--- config.mk ---
export PLATFORM = sky130hd
export DESIGN_NAME = perf_monitor
export DESIGN_NICKNAME = d
export VERILOG_FILES = /design/src/rtl/perf_monitor.sv
export SDC_FILE = /design/constraint.sdc
export NUM_CORES = 1
export LEC_CHECK = 0
export ABC_AREA = 1
export CAP_MARGIN = 20
export CORE_MARGIN = 2
export CORE_UTILIZATION = 35
export CTS_CLUSTER_SIZE = 40
export DETAILED_ROUTE_END_ITERATION = 7
export SLEW_MARGIN = 15
export SYNTH_ARGS = -nofsm -noshare
export SYNTH_HDL_FRONTEND = slang
export SYNTH_SLANG_ARGS = --single-unit
--- constraint.sdc ---
create_clock -name clk -period 8.95 [get_ports clk]
set_input_delay 1.79 -clock clk [delete_from_list [all_inputs] [get_ports clk]]
set_output_delay 1.79 -clock clk [all_outputs]
set_load 0.05 [all_outputs]
--- src/rtl/perf_monitor.sv ---
// ---------------------------------------------------------------------------
// perf_monitor: windowed pipeline performance counters with registered readout.
// Rev 1.0. Optional PERFCNT_SATURATE_EN: counters saturate instead of wrapping.
// ---------------------------------------------------------------------------
`default_nettype none

module perf_monitor #(
   parameter int          WIDTH   = 32,
   parameter logic [31:0] HALT_PC = 32'hb6eac824
) (
   input  logic             clk,
   input  logic             reset,
   input  logic             StallF,
   input  logic             StallD,
   input  logic             StallE,
   input  logic             StallM,
   input  logic             StallW,
   input  logic [1:0]       ForwardAE,
   input  logic [1:0]       ForwardBE,
   input  logic [31:0]      InstrE,
   input  logic             BranchE,
   input  logic [31:0]      PCF,
   input  logic             Start,
   input  logic [2:0]       RdSel,
   output logic [WIDTH-1:0] RdData,
   output logic             Running,
   output logic             Done
);

   localparam logic [WIDTH-1:0] ONE = WIDTH'(1);

   typedef enum logic [1:0] {
      IDLE = 2'd0,
      RUN  = 2'd1,
      DONE = 2'd2
   } state_t;

   state_t           state;
   state_t           state_nxt;
   logic             clear;
   logic             count;
   logic             stall;
   logic             chg;
   logic             fwd;
   logic             was_stalled;
   logic [31:0]      old_instr;
   logic [WIDTH-1:0] cycles;
   logic [WIDTH-1:0] stall_cycles;
   logic [WIDTH-1:0] stall_events;
   logic [WIDTH-1:0] instrs;
   logic [WIDTH-1:0] branches;
   logic [WIDTH-1:0] rd_mux;

   function automatic logic [WIDTH-1:0] bump(input logic [WIDTH-1:0] v, input logic en);
`ifdef PERFCNT_SATURATE_EN
      return (en && (v != '1)) ? v + ONE : v;
`else
      return en ? v + ONE : v;
`endif
   endfunction

   assign stall   = StallF | StallD | StallE | StallM | StallW;
   assign chg     = (InstrE != old_instr);
   assign fwd     = (ForwardAE != 2'b00) || (ForwardBE != 2'b00);
   assign Running = (state == RUN);
   assign Done    = (state == DONE);

   // Start has priority over the halt match, so a restart never lands in DONE.
   always_comb begin
      state_nxt = state;
      clear     = 1'b0;
      count     = 1'b0;
      case (state)
         IDLE, DONE: begin
            if (Start) begin
               state_nxt = RUN;
               clear     = 1'b1;
            end
         end
         RUN: begin
            if (Start) begin
               clear = 1'b1;
            end else begin
               count = 1'b1;
               if (PCF == HALT_PC) state_nxt = DONE;
            end
         end
         default: state_nxt = IDLE;
      endcase
   end

   always_ff @(posedge clk or posedge reset) begin
      if (reset) state <= IDLE;
      else       state <= state_nxt;
   end

   always_ff @(posedge clk or posedge reset) begin
      if (reset) begin
         cycles       <= '0;
         stall_cycles <= '0;
         stall_events <= '0;
         instrs       <= '0;
         branches     <= '0;
         was_stalled  <= 1'b0;
         old_instr    <= 32'd0;
      end else if (clear) begin
         cycles       <= '0;
         stall_cycles <= '0;
         stall_events <= '0;
         instrs       <= '0;
         branches     <= '0;
         was_stalled  <= 1'b0;
         old_instr    <= InstrE;
      end else if (count) begin
         cycles       <= bump(cycles, 1'b1);
         stall_cycles <= bump(stall_cycles, stall);
         stall_events <= bump(stall_events, stall && !was_stalled);
         instrs       <= bump(instrs, chg || fwd);
         branches     <= bump(branches, chg && BranchE);
         was_stalled  <= stall;
         old_instr    <= InstrE;
      end
   end

   always_comb begin
      rd_mux = '0;
      case (RdSel)
         3'd0:    rd_mux = cycles;
         3'd1:    rd_mux = stall_cycles;
         3'd2:    rd_mux = stall_events;
         3'd3:    rd_mux = instrs;
         3'd4:    rd_mux = branches;
         3'd5:    rd_mux = {{(WIDTH-2){1'b0}}, Done, Running};
         default: rd_mux = '0;
      endcase
   end

   always_ff @(posedge clk or posedge reset) begin
      if (reset) RdData <= '0;
      else       RdData <= rd_mux;
   end

endmodule

`default_nettype wire
* After elaboration in Yosys (flattened, before gate mapping)
Cells that the tools add are included.
Cells by class: muxes and demuxes 27, bitwise gates (word level) 4, multiply operators 0, div/mod/pow operators 0, shift-type cells 0, $lt $le $gt $ge 0, equality and inequality tests 12, $add $sub $neg 5, reduce and logical (&&, ||, !) cells 21
Operators by type and width (count):
- 32-bit 2-to-1 mux | 16
- 32-bit case mux with 6 select lines | 1
- 32-bit by 1-bit adder with 32-bit output (second input constant) | 5
- 32-bit equality test (second input constant) | 1
- 32-bit != test | 1
- 2-bit nonzero test | 7
- 2-bit AND reduction | 4
- 3-bit by 2-bit equality test with 1-bit output (second input constant) | 2
- 3-bit equality test (second input constant) | 2
- 1-bit 2-to-1 mux | 6
- 2-bit 2-to-1 mux | 3
- 2-bit != test (second input constant) | 2
- 1-bit OR | 4
- 2-bit case mux with 2 select lines | 1
- 3-bit by 1-bit equality test with 1-bit output (second input constant) | 1
- 3-bit logical NOT | 1
- 3-bit AND reduction | 1
- 3-bit OR reduction | 1
- 2-bit by 1-bit equality test with 1-bit output (second input constant) | 1
- 2-bit equality test (second input constant) | 1
- 1-bit logical AND | 2
- 2-bit logical NOT | 1
- 1-bit logical OR | 2
- 2-bit by 1-bit != test with 1-bit output (second input constant) | 1
- other kinds (2) | 2
Storage, ports and cells: memories kept 0, logic and storage cells 78, register bits 227, bits in latches 0, memory bits (writable) 0, output and inout bits 34, input bits 80, bits in read-only memories 0

* Depth between registers and ports, before layout
Gate-level depths: netlist (run 1).
depth after elaboration 8, mapped depth 14, gate-level depth less buffers 13

* Worst setup path after synthesis (run 1)
No wires, ideal clock.
kind input to register, from input InstrE[19], to register instrs[25], stages on the path 12, required time 8885 ps, path slack 6035 ps, library setup time 65 ps, data arrival time 2851 ps, buffers on the path 1, path through inv_1 nand2_1 nand2_1 nand2_1 nor2_1 nand2_1 nor2_1 nand4_1 nand2_1 buf_2 nand2_1 nand2_1
On the way: longest elaborated chain between the ends 4
RTL lines:
- start, declared | line 20 | input logic [31:0] InstrE,
- 32-bit != test | line 63 | assign chg = (InstrE != old_instr);
- 1-bit logical OR | line 118 | instrs <= bump(instrs, chg || fwd);
- 2-bit nonzero test (no source line)
- 2-bit AND reduction (no source line)
- end signal, assigned | line 118
- end, declared | line 50 | logic [WIDTH-1:0] instrs;
No other way between the ends. A chain may end at the register's enable or synchronous reset.

* Final worst setup path (run 1)
from input Start, to register stall_events[26]
On the way: longest elaborated chain between the ends 4, elaborated cells on any way between the ends 8, classes of those cells mux (5); reduce/logical (3)
RTL lines:
- start, declared | line 23 | input logic Start,
- 1-bit 2-to-1 mux (on tied branches) | line 75, 81
- 1-bit 2-to-1 mux (on tied branches)
- 2-bit nonzero test (no source line)
- 2-bit AND reduction (no source line)
- end signal, assigned | line 117 | stall_events <= bump(stall_events, stall && !was_stalled);
- end, declared | line 49 | logic [WIDTH-1:0] stall_events;
Parallel ways exist; a longest one is shown, timed or not.

==> metrics.md, run 1 <==
| Metric | Value |
|---|---|
| Final-report max-slew violation count | `0` |
| Fin util | `about two fifths` |
| Pleak | `around 0.0070 µW` |
| Critical Path Start Type | `input pin` |
| Tcrit/Tclk final | `between 40 and 50%` |
| Width of the die | `201 µm` |
| Initial antenna violation count | `1` |
| Wire length of the first global-routing pass | `about 70,000 µm` |
| Iteration-0 DRC count of the detailed router | `1,149` |
| Area contributors post-synth | `dfrtp_1 (42%), nand2_1 (16%), inv_1 (6.2%)` |
| Wire length per cell | `17.3 µm` |
| Grt ovf | `0` |
| Setup bufs post-CTS | `0` |
| Synthesized area | `0.0136 mm²` |
| Hpwl dp | `about 33,000 µm` |
| Synth Area per Inst | `between 7 and 8 µm²` |
| Switching Power | `~570 µW` |
| Final wirelength | `around 44,000 µm` |
| Antenna violation net count after detailed routing | `0` |
| Yosys cell types | `45` |
| Num CTS Buffers | `28` |
| Yosys top cell area share | `approximately two fifths` |
| Nets | `2,111` |
| Internal | `1750 µW` |
| DRC | `0` |
| Hold WC Path Type | `reg2reg` |
| Worst-Margin Slew | `approximately 1.0 ns` |
| Slew headroom | `between 30 and 40%` |
| Clk sink count | `between 200 and 250` |
| Fin Hold WS | `between 0.4 and 0.5 ns` |
| Diode count | `0` |
| Die ar. | `between 0.04 and 0.05 mm²` |
| Total power draw | `2320 µW` |
| Routability cong. | `0.929` |
| CTS tree | `built` |
| # setup viols final | `0` |
| PD cells | `between 100 and 150 mW/mm²` |
| PortBufs | `~110` |
| Syn Nets | `a little over 2,000` |
| Clock tree buffer depth | `3` |
| TritonRoute pass-1 iters | `5` |
| CP Max Fanout | `34` |
| Switching Share | `between 20% and 30%` |
| Starting Density | `a little over a third` |
| Post-synth ARST share | `100%` |
| Number of global-route vias before repair | `approximately 13,000` |
| Max VDD drop | `roughly 0.00013 V` |
| Synthesis-to-finish area growth | `18.6%` |
| Setup crit end kind | `flip-flop` |
| Routed vias/inst | `5.19` |
| Max frequency | `about 240 MHz` |
| Cells after Synth | `approximately 1,900` |
| I/O pin count | `114` |
| Fin crit period | `approximately 4.1 ns` |
| Synth warnings | `0` |
| CP Data Required Time | `9.36 ns` |
| Most frequent cells in the layout | `nand2_1 (579), dfrtp_1 (227), inv_1 (224)` |
| Max-cap violations | `0` |
| Internal reg-to-reg setup slack | `approximately 6.1 ns` |
| Total core area | `~0.039 mm²` |
| Layout cells sized above 1 | `4.74%` |
| Die span in y | `about 200 µm` |
| Status | `complete, no violations` |
| Comb power frac | `under 10%` |
| Skew final | `about 0.019 ns` |
| Total Routing Usage GR | `roughly 22%` |
| Worst endpoint data arrival time | `4.55 ns` |
| H-tree depth | `1` |
| Clock Power Share | `a little under half` |
| Synth Register Bits | `around 230` |
| Post-CTS Hold Buffers | `0` |
| Area leader, netlist | `dfrtp_1` |
| Row cnt | `72` |
| Vias | `around 13,000` |
| Top_reg_cell synth | `dfrtp_1` |
| Critical path class | `in2reg` |
| Post-synthesis sequential area ratio | `41.7%` |
| Most common cell after layout, fill and taps aside | `nand2_1` |
| Skew-Pair Late Insertion Delay | `0.56 ns` |
| Post-CTS resize count | `0` |
| Sequential share of power | `approximately 46%` |
| Root buf cell | `clkbuf_16` |
| Largest net degree at the start of global routing | `89` |
| Clk pin slew, worst setup/hold paths | `0.06 ns` |
| Final Hold Violating Endpoints | `0` |
| Number of flops mapped to enable cells by yosys | `0` |
| Setup_tns | `0 ns` |
| RSZ-0062 raised after global routing | `no` |
==> power by group through the flow <==
stage / combinational, µW / sequential (µW) / clock (µW)
floorplan: 89.6 / 1080 / 0
global placement: 164 / 1070 / 0
detailed placement: 167 / 1080 / 0
CTS: 167 / 1060 / 1120
global route: 185 / 1060 / 1160
finish: 165 / 1060 / 1090
==> cells by family (layout without fill, tap and decap cells) <==
logic type	count (synthesis)	after routing	share of synthesized area (%)
flops	227	227	41.7
fa+ha+maj	5	5	0.459
xor+xnor	57	57	3.67
simple gates	1087	1087	34.4
compound gates	264	264	11.5
buf+inv	288	407	8.21
==> state kept, by name, indices dropped and copies added (netlist names) <==
register and flops:
stall_events 32, cycles 32, was_stalled 1, state 2, branches 32, old_instr 32, instrs 32, stall_cycles 32
RdData 32
==> per-layer routing <==
| metal | track usage, % | part of all wire [%] | wire length (µm) | up-vias |
|---|---|---|---|---|
| li1 | - | - | - | 6506 |
| met1 | 30.0 | 44 | 19500 | 6220 |
| met2 | 34.0 | 44 | 19500 | 508 |
| met3 | 4.13 | 7.9 | 3480 | 84 |
| met4 | 8.46 | 4.2 | 1880 | 0 |
| met5 | 0 | 0 | 0 | - |
==> area by class of cell <==
cell class,instances,area [µm²]
Tap cell,518,648
Fill cell,4048,22400
Clock inverter,9,47.5
Inverter,227,860
Clock buffer,42,835
Timing Repair Buffer,129,1260
Sequential cell,227,5680
Multi-Input combinational cell,1413,6830
==> worst max-delay path, stage by stage <==
cell             delay, ns
clkdlybuf4s50_1       0.62
inv_2                 0.10
o21ai_4               0.49
nand2_2               0.13
nand2_2               0.55
o21ai_2               0.33
nor2_4                0.22
nand3_1               0.11
nor2_1                0.13
nor3b_2               0.06
==> synth_stat cells, types with 7 or more instances <==
library cell,count
a221oi_1,12
o21ai_0,82
nand4_1,45
a21oi_1,72
o21ai_1,11
o221ai_1,19
o22ai_1,38
nor3b_1,7
nor2_1,202
a31oi_1,7
clkbuf_1,31
xnor2_1,26
buf_2,13
nand2_1,580
xor2_1,31
nand3b_1,18
dfrtp_1,227
nand3_1,133
nor3_1,69
inv_1,225
buf_1,11
nand2_2,7
==> through the flow <==
step                setup WS (ns)  cells  cell area [µm²]
floorplan                   0.940   1928            13600
global placement             4.30   2513            15300
detailed placement           4.22   2513            15300
CTS                          4.80   2564            16100
global route                 4.58   2565            16200
finish                       4.80   2565            16200
==> worst paths after layout <==
path                                from               end  cells after the start
min reg2reg                old_instr[27]     old_instr[27]                      2
min in group asynchronous          reset  stall_cycles[14]                      2
min                        old_instr[27]     old_instr[27]                      2
max reg2reg                     state[0]  stall_events[26]                      9
max                                Start  stall_events[26]                     10
max in group asynchronous          reset      branches[19]                      3
Note: power is estimated with default switching activity, not from simulation.
==> inputs of run 2 (changes only) <==
clock period = 4.3 ns   (was 8.95 ns; I/O delays follow)
==> metrics.md, run 2 (synthesis results as in run 1) <==
| Metric | Value |
|---|---|
| Routability cong. | `0.976` |
| # setup viols final | `0` |
| Clk pin slew, worst setup/hold paths | `0.06 ns` |
| Max frequency | `336 MHz` |
| CP Max Fanout | `4` |
| Post-CTS resize count | `0` |
| CP Data Required Time | `3.44 ns` |
| Worst endpoint data arrival time | `between 2 and 2.5 ns` |
| Total power draw | `4890 µW` |
| Skew final | `~0.021 ns` |
| Final Hold Violating Endpoints | `0` |
| Fin Hold WS | `~0.5 ns` |
| Critical Path Start Type | `flip-flop` |
| Hold WC Path Type | `reg2reg` |
| Antenna violation net count after detailed routing | `0` |
| Wire length per cell | `roughly 18 µm` |
| I/O pin count | `~110` |
| Starting Density | `35.3%` |
| Most Frequent Cell on Critical Path | `inv_1` |
| Root buf cell | `clkbuf_16` |
| Clock tree buffer depth | `3` |
| Hpwl dp | `about 35,000 µm` |
| DRC | `0` |
| Cell Chain, Critical Path | `inv_1 -> nand2_2 -> inv_1 -> clkdlybuf4s50_1` |
| Clock Power Share | `between 40% and 50%` |
| Total Routing Usage GR | `23.3%` |
| Critical path class | `reg2out` |
| Setup bufs post-CTS | `0` |
| Skew-Pair Late Insertion Delay | `about 0.57 ns` |
| Vias | `between 10,000 and 15,000` |
| PortBufs | `~110` |
| Final-report max-slew violation count | `0` |
| Nets | `about 2,100` |
| Switching Share | `24.5%` |
| Clk sink count | `about 230` |
| Setup crit end kind | `primary output` |
| Fin util | `a little over two fifths` |
| Slew headroom | `roughly 48%` |
| Fin crit period | `2.98 ns` |
| Initial antenna violation count | `0` |
| Multi-input gate area | `0.00682 mm²` |
| Iteration-0 DRC count of the detailed router | `1,199` |
| Die span in y | `slightly above 200 µm` |
| Status | `complete, no violations` |
| Most frequent cells in the layout | `nand2_1 (580), dfrtp_1 (227), inv_1 (224)` |
| TritonRoute pass-1 iters | `5` |
| Max VDD drop | `0.000267 V` |
| Internal | `3700 µW` |
| Worst-Margin Slew | `0.778 ns` |
| Post-CTS Hold Buffers | `0` |
| Number of global-route vias before repair | `13,000` |
| Die ar. | `a little over 0.04 mm²` |
| Max-cap violations | `0` |
| RSZ-0062 raised after global routing | `no` |
| PD cells | `slightly above 300 mW/mm²` |
| H-tree depth | `1` |
| Layout fillers | `between 4,000 and 5,000` |
| Num CTS Buffers | `28` |
| Setup_tns | `0 ns` |
| Most common cell after layout, fill and taps aside | `nand2_1` |
| Wire length of the first global-routing pass | `74,500 µm` |
| Width of the die | `~200 µm` |
| Crit-path slowest cell | `clkdlybuf4s50_1` |
| Synthesis-to-finish area growth | `19.1%` |
| Final wirelength | `around 47,000 µm` |
| Total core area | `0.0386 mm²` |
| Diode count | `0` |
| Switching Power | `about 1200 µW` |
| Seq. cell area | `between 0.005 and 0.006 mm²` |
| CP peak stage delay | `just over 0.8 ns` |
| Row cnt | `72` |
| Layout cells sized above 1 | `roughly 4.9%` |
| Pleak | `around 0.007 µW` |
| Grt ovf | `0` |
| Routed vias/inst | `between 5 and 6` |
| Comb power frac | `7.2%` |
| Tcrit/Tclk final | `69.3%` |
| CTS tree | `built` |
| Sequential share of power | `a little under half` |
| Largest net degree at the start of global routing | `128` |
==> run 2: cell type report <==
class | count | area share (%)
clock buffer | 41 | 5.12
clock inverter | 9 | 0.447
inverter | 227 | 5.28
multi-input combinational | 1413 | 42.1
sequential | 227 | 35.0
tap | 518 | 4.00
timing repair buffer | 133 | 8.05
==> run 2: metrics by stage <==
step                      instances  cell area (µm²)  setup WS (ns)
after floorplan                1928            13600          0.474
after global placement         2518            15300           1.06
after detailed placement       2518            15300           1.08
after CTS                      2568            16200           1.28
after global routing           2568            16200           1.18
final                          2568            16200           1.32
==> run 2: final timing paths <==
kind | end | slack [ns] | startpoint | cells after the start
setup / recovery | Running | 1.32 | state[1] | 4
hold / removal | old_instr[16] | 0.49 | old_instr[16] | 2
setup reg to reg | stall_events[26] | 2.08 | state[0] | 8
hold reg to reg | old_instr[16] | 0.49 | old_instr[16] | 2
max in group asynchronous | instrs[12] | 2.81 | reset | 3
min in group asynchronous | stall_cycles[21] | 0.81 | reset | 3
==> run 2: layer usage <==
| layer | wire length, µm | vias up | track usage, % | part of all wire (%) |
|---|---|---|---|---|
| met1 | 20200 | 6360 | 31.2 | 43 |
| li1 | - | 6498 | - | - |
| met5 | 0 | - | 0 | 0 |
| met3 | 3200 | 119 | 3.47 | 6.8 |
| met2 | 20900 | 506 | 36.7 | 44 |
| met4 | 2800 | 0 | 12.1 | 5.9 |
==> run 2: critical path, delay by kind of cell (launching register included) <==
| family | cells | cell delay [ns] |
|---|---|---|
| and+or+nand+nor | 1 | 0.13 |
| DFF | 1 | 0.37 |
| buffers and inverters | 3 | 1.07 |
==> run 2: power by group through the flow <==
stage	combinational, µW	clock [µW]	sequential (µW)
5_1_grt	390	2480	2210
2_1_floorplan	187	0	2240
3_5_place_dp	354	0	2240
6_report	351	2340	2200
4_1_cts	355	2390	2200
3_3_place_gp	350	0	2240
